### src/rtl/fetch_pkg.sv
// Shared types and constants for the instruction-fetch stage.
package fetch_pkg;

  typedef enum logic [1:0] {
    PC_PLUS4  = 2'b00,
    PC_BRANCH = 2'b01,
    PC_JAL    = 2'b10,
    PC_JALR   = 2'b11
  } pcsrc_e;

  typedef enum logic [2:0] {
    IDLE = 3'd0,
    REQ  = 3'd1,
    WAIT = 3'd2,
    HOLD = 3'd3,
    HALT = 3'd4
  } fetch_state_e;

  localparam logic [31:0] NOP_INSTR        = 32'h0000_0013;
  localparam logic [31:0] DEFAULT_RESET_PC = 32'hBFC0_0000;

endpackage

### src/rtl/fetch_if.sv
// Instruction-memory request/response channel: req/ready grant, then rvalid data.
interface fetch_if #(
  parameter int ADDR_WIDTH = 32,
  parameter int DATA_WIDTH = 32
);
  logic                  req;
  logic [ADDR_WIDTH-1:0] addr;
  logic                  ready;
  logic                  rvalid;
  logic [DATA_WIDTH-1:0] rdata;

  modport master (output req, addr, input ready, rvalid, rdata);
  modport slave  (input req, addr, output ready, rvalid, rdata);
endinterface

### src/rtl/next_pc_sel.sv
// Combinational next-PC mux; flags targets that are not word aligned.
module next_pc_sel
  import fetch_pkg::*;
#(
  parameter int ADDR_WIDTH = 32
) (
  input  logic [ADDR_WIDTH-1:0] pc,
  input  logic [1:0]            PCsrc,
  input  logic [ADDR_WIDTH-1:0] ImmOp,
  input  logic [ADDR_WIDTH-1:0] alu_target,
  output logic [ADDR_WIDTH-1:0] next_pc,
  output logic                  misaligned
);

  always_comb begin
    next_pc = pc + ADDR_WIDTH'(4);
    case (pcsrc_e'(PCsrc))
      PC_PLUS4:          next_pc = pc + ADDR_WIDTH'(4);
      PC_BRANCH, PC_JAL: next_pc = pc + ImmOp;
      PC_JALR:           next_pc = alu_target & ~ADDR_WIDTH'(1);
      default:           next_pc = pc + ADDR_WIDTH'(4);
    endcase
    misaligned = |next_pc[1:0];
  end

endmodule

### src/rtl/fetch_unit.sv
// Fetch stage: PC, single-outstanding imem request FSM, instruction register.
// FETCH_MISALIGN_TRAP_EN: misaligned next PC sets sticky fetch_fault and halts.
module fetch_unit
  import fetch_pkg::*;
#(
  parameter int                    ADDR_WIDTH = 32,
  parameter int                    DATA_WIDTH = 32,
  parameter logic [ADDR_WIDTH-1:0] RESET_PC   = ADDR_WIDTH'(DEFAULT_RESET_PC)
) (
  input  logic                  clk,
  input  logic                  rst_n,
  input  logic [1:0]            PCsrc,
  input  logic [ADDR_WIDTH-1:0] ImmOp,
  input  logic [ADDR_WIDTH-1:0] alu_target,
  input  logic                  instr_ack,
  fetch_if.master               imem,
  output logic [DATA_WIDTH-1:0] instr,
  output logic                  instr_valid,
  output logic [ADDR_WIDTH-1:0] pc,
  output logic [ADDR_WIDTH-1:0] pc_plus4,
  output logic                  fetch_fault
);

  fetch_state_e          state, state_nxt;
  logic                  ld_instr, adv_pc;
  logic [ADDR_WIDTH-1:0] next_pc;
  logic                  misaligned;
`ifdef FETCH_MISALIGN_TRAP_EN
  logic                  trap;
`endif

  next_pc_sel #(.ADDR_WIDTH(ADDR_WIDTH)) u_next_pc_sel (
    .pc         (pc),
    .PCsrc      (PCsrc),
    .ImmOp      (ImmOp),
    .alu_target (alu_target),
    .next_pc    (next_pc),
    .misaligned (misaligned)
  );

  always_ff @(posedge clk or negedge rst_n) begin
    if (!rst_n) state <= IDLE;
    else        state <= state_nxt;
  end

  always_comb begin
    state_nxt = state;
    ld_instr  = 1'b0;
    adv_pc    = 1'b0;
`ifdef FETCH_MISALIGN_TRAP_EN
    trap      = 1'b0;
`endif
    case (state)
      IDLE: state_nxt = REQ;
      REQ:  if (imem.ready) state_nxt = WAIT;
      WAIT: if (imem.rvalid) begin
        ld_instr  = 1'b1;
        state_nxt = HOLD;
      end
      HOLD: if (instr_ack) begin
`ifdef FETCH_MISALIGN_TRAP_EN
        if (misaligned) begin
          trap      = 1'b1;
          state_nxt = HALT;
        end else begin
          adv_pc    = 1'b1;
          state_nxt = REQ;
        end
`else
        adv_pc    = 1'b1;
        state_nxt = REQ;
`endif
      end
`ifdef FETCH_MISALIGN_TRAP_EN
      HALT: state_nxt = HALT;
`endif
      default: state_nxt = IDLE;
    endcase
  end

  assign imem.req  = (state == REQ);
  assign imem.addr = pc;
  assign pc_plus4  = pc + ADDR_WIDTH'(4);

  always_ff @(posedge clk or negedge rst_n) begin
    if (!rst_n) begin
      pc          <= RESET_PC;
      instr       <= DATA_WIDTH'(NOP_INSTR);
      instr_valid <= 1'b0;
    end else begin
      if (ld_instr) begin
        instr       <= imem.rdata;
        instr_valid <= 1'b1;
      end
      if (adv_pc) begin
`ifdef FETCH_MISALIGN_TRAP_EN
        pc <= next_pc;
`else
        // Low bits are dropped rather than trapped when the trap is not built.
        pc <= misaligned ? {next_pc[ADDR_WIDTH-1:2], 2'b00} : next_pc;
`endif
        instr_valid <= 1'b0;
      end
`ifdef FETCH_MISALIGN_TRAP_EN
      if (trap) instr_valid <= 1'b0;
`endif
    end
  end

`ifdef FETCH_MISALIGN_TRAP_EN
  always_ff @(posedge clk or negedge rst_n) begin
    if (!rst_n)    fetch_fault <= 1'b0;
    else if (trap) fetch_fault <= 1'b1;
  end
`else
  assign fetch_fault = 1'b0;
`endif

endmodule

### src/flat_wrapper.sv
// flat-port wrapper written by rule: the top's interface ports become plain ports
module fetch_unit_flat import fetch_pkg::*;
#(
  parameter int                    ADDR_WIDTH = 32,
  parameter int                    DATA_WIDTH = 32,
  parameter logic [ADDR_WIDTH-1:0] RESET_PC   = ADDR_WIDTH'(DEFAULT_RESET_PC)
)
  (clk, rst_n, PCsrc, ImmOp, alu_target, instr_ack, instr, instr_valid, pc, pc_plus4, fetch_fault, imem_req, imem_addr, imem_ready, imem_rvalid, imem_rdata);
  fetch_if #(.ADDR_WIDTH(ADDR_WIDTH), .DATA_WIDTH(DATA_WIDTH)) imem_i ();
  input  logic clk;
  input  logic rst_n;
  input  logic [1:0] PCsrc;
  input  logic [ADDR_WIDTH-1:0] ImmOp;
  input  logic [ADDR_WIDTH-1:0] alu_target;
  input  logic instr_ack;
  output logic [DATA_WIDTH-1:0] instr;
  output logic instr_valid;
  output logic [ADDR_WIDTH-1:0] pc;
  output logic [ADDR_WIDTH-1:0] pc_plus4;
  output logic fetch_fault;
  output wire logic [$bits(imem_i.req)-1:0] imem_req;
  output wire logic [$bits(imem_i.addr)-1:0] imem_addr;
  input wire logic [$bits(imem_i.ready)-1:0] imem_ready;
  input wire logic [$bits(imem_i.rvalid)-1:0] imem_rvalid;
  input wire logic [$bits(imem_i.rdata)-1:0] imem_rdata;
  assign imem_req = imem_i.req;
  assign imem_addr = imem_i.addr;
  assign imem_i.ready = imem_ready;
  assign imem_i.rvalid = imem_rvalid;
  assign imem_i.rdata = imem_rdata;
  fetch_unit #(.ADDR_WIDTH(ADDR_WIDTH), .DATA_WIDTH(DATA_WIDTH), .RESET_PC(RESET_PC)) u_core (.clk(clk), .rst_n(rst_n), .PCsrc(PCsrc), .ImmOp(ImmOp), .alu_target(alu_target), .instr_ack(instr_ack), .imem(imem_i), .instr(instr), .instr_valid(instr_valid), .pc(pc), .pc_plus4(pc_plus4), .fetch_fault(fetch_fault));
endmodule
### config.mk
export PLATFORM = sky130hd
export DESIGN_NAME = fetch_unit_flat
export DESIGN_NICKNAME = d
export VERILOG_FILES = /design/src/rtl/fetch_pkg.sv /design/src/rtl/fetch_if.sv /design/src/rtl/next_pc_sel.sv /design/src/rtl/fetch_unit.sv /design/src/flat_wrapper.sv
export SDC_FILE = /design/constraint.sdc
export NUM_CORES = 1
export LEC_CHECK = 0
export BUFFER_PORTS_ARGS = -buffer_cell sky130_fd_sc_hd__buf_4
export CAP_MARGIN = 10
export CORE_MARGIN = 5
export CORE_UTILIZATION = 45
export DETAILED_ROUTE_END_ITERATION = 12
export PLACE_DENSITY = 0.88
export SLEW_MARGIN = 5
export SYNTH_ARGS = -nofsm -noshare
export SYNTH_HDL_FRONTEND = slang
export SYNTH_SLANG_ARGS = --single-unit
### constraint.sdc
create_clock -name clk -period 2.8 [get_ports clk]
set_input_delay 0.28 -clock clk [delete_from_list [all_inputs] [get_ports clk]]
set_output_delay 0.28 -clock clk [all_outputs]
set_load 0.03 [all_outputs]
---- Yosys cells after proc, flatten, opt, wreduce, memory -nomap -nowiden ----
Index checks and enable logic that the tools add are counted.
storage, ports and cells
  bits in registers ....................... 68
  input port bits ......................... 103
  output and inout bits ................... 131
cells by class
  add/subtract/negate cells ............... 2
  eq/ne operators ......................... 9
  multiplexer cells ....................... 12
  reductions and logical operators ........ 6
operator list
  cell                                                              count
  32-bit case mux with 3 select lines                               1
  32-bit by 3-bit adder with 32-bit output (second input constant)  1
  32-bit adder                                                      1
  3-bit case mux with 4 select lines                                1
  3-bit 2-to-1 mux                                                  3
  3-bit by 2-bit == test with 1-bit output (second input constant)  2
  1-bit 2-to-1 mux                                                  6
  2-bit == test (second input constant)                             2
  2-bit != test (second input constant)                             2
  2-bit OR reduction                                                2
  3-bit by 1-bit == test with 1-bit output (second input constant)  1
  3-bit logical NOT                                                 1
  3-bit AND reduction                                               1
  2-bit by 1-bit == test with 1-bit output (second input constant)  1
  2-bit logical NOT                                                 1
  2-bit 2-to-1 mux                                                  1
  2-bit by 1-bit != test with 1-bit output (second input constant)  1
  2-bit nonzero test                                                1

---- Logic depth before layout (Yosys ltp) ----
Gate-level depths: netlist (run 1).
  word-level depth ........................ 5
  gate-level depth with buffers ........... 11
  depth with buffers taken out ............ 11

---- Cells and area by module ----
Synthesis (run 1) repeated with hierarchy kept, for this count alone.
second synthesis, totals
  cells, all modules ...................... 710
  area total of the unflattened synthesis .. 6326.1 µm²
by module, submodules not included
  module       instances  cells an instance  area each (µm²)
  fetch_unit   1          274                3393.3
  next_pc_sel  1          436                2932.8

---- Least setup slack after synthesis (run 1) ----
No wires, ideal clock.
  path type ............................... register to register
  start point ............................. reg u_core.pc[2], in the netlist u_core.imem.addr[2]
  end point ............................... reg u_core.pc[28], in the netlist u_core.imem.addr[28]
  library setup time ...................... 0.081 ns
  arrival time ............................ 2.750 ns
  data required time ...................... 2.719 ns
  slack ................................... -0.032 ns
  stages on the path, launching flop included .. 11
  path buffers ............................ 1
  cells stage by stage .................... dfrtp_1 ha_1 and3_1 buf_4 nand2_4 nor4_4 and4_4 nand2_1 xnor2_1 o21bai_1 o211ai_1
on the way
  cells in the longest elaborated chain, start to end .. 2
  elaborated cells on any way between the ends .. 3
  classes of those cells .................. 2 x add/sub; 1 x mux
ends and longest elaborated chain
  item                                      line                source
  start: declaration                        fetch_unit.sv:19    output logic [ADDR_WIDTH-1:0] pc,
  start signal: assignment                  fetch_unit.sv:100   pc <= misaligned ? {next_pc[ADDR_WIDTH-1:2], 2'b00} : next_pc;
  32-bit by 3-bit adder with 32-bit output  n/a
  via pc_plus4[28]                          flat_wrapper.sv:19  output logic [ADDR_WIDTH-1:0] pc_plus4;
  32-bit case mux with 3 select lines       next_pc_sel.sv:17   case (pcsrc_e'(PCsrc))
The timed path passes the listed nets, and every way through them passes these cells.
A chain may end at the register's enable or synchronous reset.

---- Worst setup path in the final report (run 1) ----
  start point ............................. reg u_core.pc[0], in the netlist u_core.imem.addr[0]
  end point ............................... reg u_core.pc[30], in the netlist u_core.imem.addr[30]
on the way
  cells in the longest elaborated chain, start to end .. 2
  elaborated cells on any way between the ends .. 3
  classes of those cells .................. 2 x add/sub; 1 x mux
ends and longest elaborated chain
  item                                                                             line
  32-bit adder / 32-bit by 3-bit adder with 32-bit output (equally long branches)  next_pc_sel.sv:19, next_pc_sel.sv:18
  32-bit case mux with 3 select lines (*)                                          next_pc_sel.sv:17
Mark *: on every way between the ends. The rest lies on a longest branch, timed or not.

==> results of run 1 <==
[cell families (layout without fill, tap and decap cells)]
| logic type | count (synthesis) | count (layout) | share of synthesized area [%] |
|---|---|---|---|
| buffers and inverters | 80 | 304 | 7.89 |
| flip-flops | 67 | 67 | 29.8 |
| other | 1 | 1 | 0.0660 |
| AND/OR/NAND/NOR | 168 | 168 | 15.0 |
| adder cells (fa/ha/maj) | 39 | 39 | 8.72 |
| AO/OA/AOI/OAI | 181 | 181 | 22.5 |
| XOR/XNOR | 57 | 57 | 8.92 |
| multiplexers | 36 | 36 | 7.12 |
[layout by cell type (no fill, tap or decap), types with 15 or more instances in the layout]
| cell type | Yosys | final |
|---|---|---|
| nor2_1 | 41 | 37 |
| a21oi_1 | 43 | 41 |
| o21ai_0 | 22 | 22 |
| a221oi_1 | 17 | 15 |
| nand3_1 | 17 | 16 |
| mux2_2 | 35 | 35 |
| a21o_1 | 17 | 17 |
| ha_1 | 38 | 36 |
| buf_4 | 36 | 272 |
| xnor2_1 | 33 | 32 |
| xor2_1 | 23 | 23 |
| nand2_1 | 53 | 53 |
| dfrtp_1 | 55 | 51 |
[registers in the layout, indices dropped and copies added, names as in the netlist]
register	cells
u_core.imem.addr	32
u_core.instr	32
u_core.state	2
u_core.instr_valid	1
[area by class of cell]
cell class                      count  area share [%]
Tap cell                          172            2.72
Multi-Input combinational cell    482            45.5
Clock inverter                      7           0.965
Clock buffer                        9            2.85
Inverter                           16           0.759
Timing Repair Buffer              272            25.8
Sequential cell                    67            21.4
[repair_timing]
item	CTS	global route
gates resized for setup	4	15
cloned	0	0
pin swaps	2	7
endpoints found under the setup margin	4	18
buffers inserted	0	2
[worst max-delay path: stages (launching register included)]
cell and delay, ns:
dfrtp_1 0.38, ha_2 0.19, fa_2 0.34, a21o_1 0.18, a22o_1 0.23, o211ai_1 0.32
o21a_2 0.25, a211oi_1 0.09, a211o_1 0.28, a21oi_2 0.17, xor2_1 0.08, o31ai_1 0.21
[metal layers]
layer	vias up	wire, um
li1	2714	-
met1	2768	7680
met2	312	9370
met3	29	1840
met4	0	420
met5	-	0
[per-stage QoR]
step | utilization, % | setup slack, ns
floorplan | - | 0.0141
global placement | 60.2 | -0.0168
detailed placement | 60.2 | -0.0113
CTS | 62.7 | 0.00364
global route | 63.2 | -0.132
finish | 63.2 | -0.0124
[power groups by stage]
| stage | combinational, W | clock, W | sequential [W] |
|---|---|---|---|
| after floorplan | 0.00408 | 0 | 0.00293 |
| after global placement | 0.00735 | 0 | 0.00189 |
| after detailed placement | 0.00747 | 0 | 0.00193 |
| after CTS | 0.00750 | 0.00118 | 0.00191 |
| after global routing | 0.00809 | 0.00123 | 0.00198 |
| final | 0.00757 | 0.00116 | 0.00192 |
[path summary, 6_finish.rpt]
| kind | to | slack (ns) | depth (start not counted) |
|---|---|---|---|
| max | u_core.imem.addr[30] | -0.01 | 11 |
| min | u_core.instr[29] | 0.07 | 1 |
| max reg2reg | u_core.imem.addr[30] | -0.01 | 11 |
| min reg2reg | u_core.instr[28] | 0.51 | 1 |
| max in group asynchronous | u_core.imem.addr[2] | 2.08 | 1 |
| min in group clk | u_core.instr[3] | 0.18 | 2 |
==> impl_metrics.py, run 1 <==
metrics = {
    "flow_run": {
        "drv_cap": 0,
    },
    "global_route": {
        "grtUsageTotal_pct": 24.9,
        "grt_max_degree": 68,
        "grt.met2_usage_pct": 41.2,
        "top_usage_layer": "met2",
        "antenna_found_initial": 0,
        "grt_use_met1_pct": 32.5,
        "grt_pass1_wl_mm": 29.5,
        "grt-ovfl-total": 0,
        "grt_pass1_vias": 5709,
        "use_met3_pct": 4.70,
    },
    "cells_and_area": {
        "seqCellArea_um2": 1700,
        "multi_input_area_um2": 3600,
        "stdcell_area_um2": 7910,
        "nFillCells": 1101,
        "synthToLayoutAreaGrowth_pct": 39.3,
        "drive_above_1_share_pct": 44.4,
        "layout.nets": 990,
        "diodes": 0,
        "fin_cells": 1025,
    },
    "worst_hold_path": {
        "hp-class": "input port to asynchronous set/reset pin",
    },
    "floorplanning": {
        "die_y_um": 122,
        "row_count": 41,
        "io_pins": 234,
        "dieArea_um2": 15000,
        "core_um2": 12500,
        "start_util_pct": 45.4,
        "die_width_um": 122,
    },
    "power_and_ir_drop": {
        "clockPowerShare_pct": 10.9,
        "p_sw_share_pct": 50.8,
        "intPower_w": 0.00524,
        "pwr-share-comb_pct": 71.1,
        "seq_power_share_pct": 18.0,
        "p_per_area_nw_per_um2": 1350,
        "switchingPower_w": 0.00542,
        "p_leak_nw": 3.77,
        "power.total_w": 0.0107,
        "irDropWorstVdd_v": 0.000683,
    },
    "synthesis": {
        "syn_nets": 771,
        "syn_area_per_cell_um2": 9.03,
        "synth.distinct_cells": 75,
        "synth_top_cell_area_share_pct": 24.2,
        "synthCells": 629,
        "ys_async_sr_fraction_pct": 100,
        "yosysSeqAreaShare_pct": 29.8,
        "synth_largest_area_cell": "dfrtp_1",
        "ys_seq_elements": 67,
        "syn_area_um2": 5680,
        "yosys_warnings": 0,
        "synthTopCellsByArea": "dfrtp_1, ha_1, mux2_2",
        "synth_edf_count": 0,
        "synth_ff_type": "dfrtp_1",
        "ys_top_cells_by_count": "dfrtp_1, nand2_1, a21oi_1, nor2_1, ha_1",
        "synth.most_common_cell": "dfrtp_1",
    },
    "outcome": {
        "status": "complete, but fails checks",
        "violations": "setup timing",
    },
    "worst_setup_path": {
        "path_class": "register to register",
        "arrival_ns": 3.05,
        "crit_path_max_fanout": 3,
        "timing.rr.start": "u_core.imem.addr[0]",
        "end_kind": "register",
        "critPathLaunchType": "register",
        "critical_path.startpoint": "u_core.imem.addr[0]",
        "cp.required_ns": 3.04,
    },
    "place": {
        "place_congestion": 0.956,
        "numPortBuffers": 230,
        "post_dp_cell_area_um2": 7540,
        "detailed_place_hpwl_mm": 14.8,
        "dp.cells": 1007,
    },
    "sta": {
        "maxSlewHeadroom_pct": 39.9,
        "fmaxAchievable_ghz": 0.356,
        "worstMarginPinSlew_ns": 0.902,
        "holdWs_ns": 0.0735,
        "period_minus_slack_ns": 2.81,
        "finalCritPeriodShare_pct": 100,
        "slew_viol_final": 0,
        "setup_viol_count_final": 1,
        "clock_skew_ns": 0.0151,
        "rsz0062_at_grt": "true",
        "worst_slack_ns": -0.0124,
        "fin_setup_tns_ns": -0.0124,
        "finalHoldViolations": 0,
    },
    "cts": {
        "cts_tree": "yes",
        "h-tree-depth": 3,
        "clockBufferDepth": 2,
        "clk_pin_slew_ns": 0.06,
        "cts_hold_buffers": 0,
        "root_buffer": "clkbuf_16",
        "cts_buffers": 9,
        "clk_latency_ns": 0.33,
        "clock-sinks": 67,
    },
    "detailed_routing": {
        "drt_iter0_drc": 514,
        "wl_mm": 19.3,
        "vias_per_cell": 5.68,
        "dr.pass1.iters": 5,
        "num_vias": 5823,
        "post-route-drc-count": 0,
        "wl_per_cell_um": 18.8,
        "postRouteAntennaNets": 0,
    },
}
No activity file was read; power rests on OpenSTA's default activity.
==> inputs of run 2 (changes only) <==
- CORE_UTILIZATION: 45 -> 46
- PLACE_DENSITY: 0.88 -> 0.86
- clock period: 2.8 -> 3.5 ns (I/O delays scaled with it)
==> run 2 against run 1 <==
Effect of this change:
- the flow now finishes without violations
- combinational power decreased by 27%
- wire length decreased by 6.0%
- sequential power decreased by 9%
- core utilization about the same
- die area decreased by 2.0%
- cell area decreased by 3.7%
- cell count decreased by 3.6%
- first-iteration DRC count decreased by 16%
==> impl_metrics.py, run 2 (synthesized netlist as in run 1, its figures left out) <==
metrics = {
    "outcome": {
        "status": "completed",
    },
    "floorplanning": {
        "die_y_um": 121,
        "dieArea_um2": 14700,
        "die_width_um": 121,
        "core_um2": 12100,
        "row_count": 40,
        "io_pins": 234,
        "start_util_pct": 47.1,
    },
    "cells_and_area": {
        "diodes": 0,
        "final_cell_mix": "buf_4, dfrtp_1, nand2_1",
        "final_common_cell": "buf_4",
        "synthToLayoutAreaGrowth_pct": 34.2,
        "drive_above_1_share_pct": 39.9,
        "nFillCells": 997,
        "layout.nets": 957,
    },
    "sta": {
        "setup_viol_count_final": 0,
        "slew_viol_final": 0,
        "maxSlewHeadroom_pct": 29.9,
        "period_minus_slack_ns": 3.14,
        "finalHoldViolations": 0,
        "fmaxAchievable_ghz": 0.318,
        "fin_setup_tns_ns": 0,
        "rsz0062_at_grt": "false",
        "holdWs_ns": 0.149,
        "finalCritPeriodShare_pct": 89.7,
        "worstMarginPinSlew_ns": 1.05,
        "clock_skew_ns": 0.0109,
    },
    "cts": {
        "cts_buffers": 9,
        "clk_latency_ns": 0.33,
        "cts_hold_buffers": 0,
        "h-tree-depth": 3,
        "clock-sinks": 67,
        "cts_tree": "yes",
        "clk_pin_slew_ns": 0.06,
        "cts_resized": 0,
        "clockBufferDepth": 2,
        "post_cts_buffers": 0,
        "root_buffer": "clkbuf_16",
    },
    "worst_setup_path": {
        "critPathLaunchType": "register",
        "cp.required_ns": 3.15,
        "crit_path_max_fanout": 7,
        "path_class": "register to output pin",
        "reg2reg_depth": 11,
        "arrival_ns": 2.79,
        "end_kind": "output pin",
    },
    "detailed_routing": {
        "post-route-drc-count": 0,
        "wl_per_cell_um": 18.4,
        "wl_mm": 18.1,
        "dr.pass1.iters": 5,
        "drt_iter0_drc": 431,
        "postRouteAntennaNets": 0,
        "num_vias": 5669,
        "vias_per_cell": 5.74,
    },
    "place": {
        "place_congestion": 0.890,
        "detailed_place_hpwl_mm": 13.9,
        "numPortBuffers": 230,
    },
    "worst_hold_path": {
        "hp-class": "input port to asynchronous set/reset pin",
    },
    "global_route": {
        "grt_max_degree": 68,
        "grtUsageTotal_pct": 23.4,
        "antenna_found_initial": 0,
        "grt-ovfl-total": 0,
        "grt_pass1_wl_mm": 27.5,
        "grt_pass1_vias": 5428,
    },
    "power_and_ir_drop": {
        "p_leak_nw": 3.62,
        "p_per_area_nw_per_um2": 1080,
        "irDropWorstVdd_v": 0.000535,
    },
    "flow_run": {
        "drv_cap": 0,
    },
}
## run 2: worst max-delay path: stages (launching register included)
cell and delay (ns):
dfrtp_1 0.50, ha_1 0.27, and3_1 0.34, nand2_4 0.11
nor4_4 0.38, and4_4 0.31, nand2_1 0.07, xnor2_1 0.24
buf_4 0.22
## run 2: final timing paths
kind | start | endpoint | slack (ns)
setup / recovery | u_core.imem.addr[2] | pc_plus4[26] | 0.36
hold / removal | rst_n | u_core.instr[17] | 0.15
setup reg to reg | u_core.imem.addr[0] | u_core.imem.addr[30] | 0.46
hold reg to reg | u_core.instr[25] | u_core.instr[25] | 0.50
max in group asynchronous | rst_n | u_core.imem.addr[3] | 2.81
min in group clk | imem_rdata[3] | u_core.instr[3] | 0.26
## run 2: area by class of cell
type | count | area [um2] | area share (%)
clock buffer | 10 | 239 | 3.14
clock inverter | 6 | 87.6 | 1.15
inverter | 16 | 60.1 | 0.788
multi-input combinational | 482 | 3540 | 46.4
sequential | 67 | 1690 | 22.2
tap | 168 | 210 | 2.76
timing repair buffer | 239 | 1790 | 23.5
## run 2: layer usage
| metal | global-route usage [%] | routed length [um] |
|---|---|---|
| met1 | 30.6 | 7660 |
| met5 | 0 | 0 |
| met3 | 4.62 | 1500 |
| met2 | 38.5 | 8540 |
| met4 | 8.36 | 444 |
## run 2: where the power goes
group	leakage (nW)	internal, W	switching [W]
Clock	0.163	0.000644	0.000337
Combinational	2.68	0.00221	0.00333
Sequential	0.785	0.00121	0.000528
## run 2: per-stage QoR
step                      instance area (um2)  util (%)  power, W  instances  worst slack, ns
final                                    7620      63.2   0.00826        988            0.359
after global routing                     7620      63.2   0.00872        988            0.238
after CTS                                7620      63.2   0.00826        988            0.383
after detailed placement                 7300      60.5   0.00726        972            0.523
after global placement                   7300      60.5   0.00715        972            0.565
after floorplan                          5680         -   0.00560        629            0.668
==> inputs of run 3 (changes only) <==
- CTS_BUF_LIST: unset -> sky130_fd_sc_hd__clkbuf_4 sky130_fd_sc_hd__clkbuf_8
==> run 3 against run 2 <==
Effect of this change:
- core utilization is 0.84 points lower
- die area unchanged
- sequential share of layout area grew 0.30 points
- clock power down 25%
- combinational power is essentially flat
- critical path type unchanged
==> impl_metrics.py, run 3 (synthesized netlist as in run 1, its figures left out) <==
metrics = {
    "cells_and_area": {
        "diodes": 0,
        "nFillCells": 1015,
        "final_common_cell": "buf_4",
        "synthToLayoutAreaGrowth_pct": 32.4,
        "drive_above_1_share_pct": 39.9,
        "stdcell_area_um2": 7520,
        "layout.nets": 957,
        "final_cell_mix": "buf_4, dfrtp_1, nand2_1",
    },
    "worst_setup_path": {
        "critical_path.startpoint": "u_core.imem.addr[2]",
        "arrival_ns": 2.81,
        "path_class": "register to output pin",
        "timing.rr.start": "u_core.imem.addr[0]",
        "critPathLaunchType": "register",
        "crit_path_max_fanout": 7,
        "cp.required_ns": 3.15,
        "end_kind": "output pin",
    },
    "detailed_routing": {
        "wl_per_cell_um": 18.4,
        "dr.pass1.iters": 5,
        "vias_per_cell": 5.68,
        "num_vias": 5607,
        "post-route-drc-count": 0,
        "postRouteAntennaNets": 0,
        "wl_mm": 18.1,
        "drt_iter0_drc": 491,
    },
    "power_and_ir_drop": {
        "p_per_area_nw_per_um2": 1060,
        "irDropWorstVdd_v": 0.000530,
        "p_leak_nw": 3.58,
    },
    "sta": {
        "maxSlewHeadroom_pct": 30.9,
        "finalCritPeriodShare_pct": 90.2,
        "rsz0062_at_grt": "false",
        "period_minus_slack_ns": 3.16,
        "setup_viol_count_final": 0,
        "finalHoldViolations": 0,
        "slew_viol_final": 0,
        "fmaxAchievable_ghz": 0.317,
        "clock_skew_ns": 0.0150,
        "fin_setup_tns_ns": 0,
        "worstMarginPinSlew_ns": 1.04,
    },
    "cts": {
        "cts_buffers": 9,
        "h-tree-depth": 3,
        "clk_latency_ns": 0.34,
        "post_cts_buffers": 0,
        "cts_tree": "yes",
        "root_buffer": "clkbuf_8",
        "cts_resized": 0,
        "clockBufferDepth": 2,
        "clock-sinks": 67,
        "clk_pin_slew_ns": 0.08,
        "cts_hold_buffers": 0,
    },
    "floorplanning": {
        "die_width_um": 121,
        "die_y_um": 121,
        "core_um2": 12100,
        "row_count": 40,
        "start_util_pct": 47.1,
        "io_pins": 234,
        "dieArea_um2": 14700,
    },
    "global_route": {
        "grt-ovfl-total": 0,
        "grt_pass1_wl_mm": 27.5,
        "grt_max_degree": 68,
        "grt_pass1_vias": 5435,
        "antenna_found_initial": 0,
        "grtUsageTotal_pct": 23.4,
    },
    "place": {
        "numPortBuffers": 230,
        "post_dp_cell_area_um2": 7300,
        "place_congestion": 0.890,
        "detailed_place_hpwl_mm": 13.9,
    },
    "outcome": {
        "status": "completed",
    },
    "worst_hold_path": {
        "hp-class": "input port to asynchronous set/reset pin",
    },
    "flow_run": {
        "drv_cap": 0,
    },
}
==> run 3: cell counts in the layout (fill, tap and decap cells not counted) <==
No cell type changed its count.
==> run 3: layout make-up <==
cell class / instances / area, um2 / share of cell area [%]
multi-input cells: 482 / 3540 / 47.1
clock buffers: 10 / 138 / 1.83
flip-flops and latches: 67 / 1690 / 22.5
clock inverters: 6 / 87.6 / 1.16
well taps: 168 / 210 / 2.79
inverters: 16 / 60.1 / 0.799
repair buffers: 239 / 1790 / 23.9
==> run 3: path summary, 6_finish.rpt <==
| path | endpoint | slack, ns | cells past startpoint |
|---|---|---|---|
| min | u_core.instr[19] | 0.12 | 1 |
| min in group clk | u_core.instr[11] | 0.24 | 2 |
| max | pc_plus4[26] | 0.34 | 8 |
| max reg2reg | u_core.imem.addr[30] | 0.47 | 11 |
| min reg2reg | u_core.instr[25] | 0.51 | 1 |
| max in group asynchronous | u_core.imem.addr[3] | 2.83 | 1 |
==> run 3: stage by stage <==
stage / instances / total power (W) / setup slack, ns / utilization (%) / hold slack (ns)
after global routing: 988 / 0.00848 / 0.202 / 62.4 / 0.187
final: 988 / 0.00801 / 0.344 / 62.4 / 0.124
after global placement: 972 / 0.00715 / 0.565 / 60.5 / 0.478
after CTS: 988 / 0.00802 / 0.348 / 62.4 / 0.137
after detailed placement: 972 / 0.00726 / 0.523 / 60.5 / 0.494
after floorplan: 629 / 0.00560 / 0.668 / - / 0.0544
==> run 3: where the power goes <==
part           internal (W)  switching (W)
logic               0.00221        0.00333
registers           0.00121       0.000526
clock network      0.000422       0.000313
total               0.00383        0.00417
==> run 3: layer usage <==
layer / vias to the layer above / track usage (%) / wire length [um]
met5: - / 0 / 0
met2: 290 / 38.4 / 8560
met4: 0 / 8.07 / 471
met3: 38 / 4.94 / 1600
li1: 2648 / - / -
met1: 2631 / 30.5 / 7510
==> run 3: worst max-delay path, cell delays in order (launching register included) <==
cell and delay [ns]:
dfrtp_1 0.51, ha_1 0.27, and3_1 0.34, nand2_4 0.11, nor4_4 0.38, and4_4 0.31, nand2_1 0.07, xnor2_1 0.24
buf_4 0.22
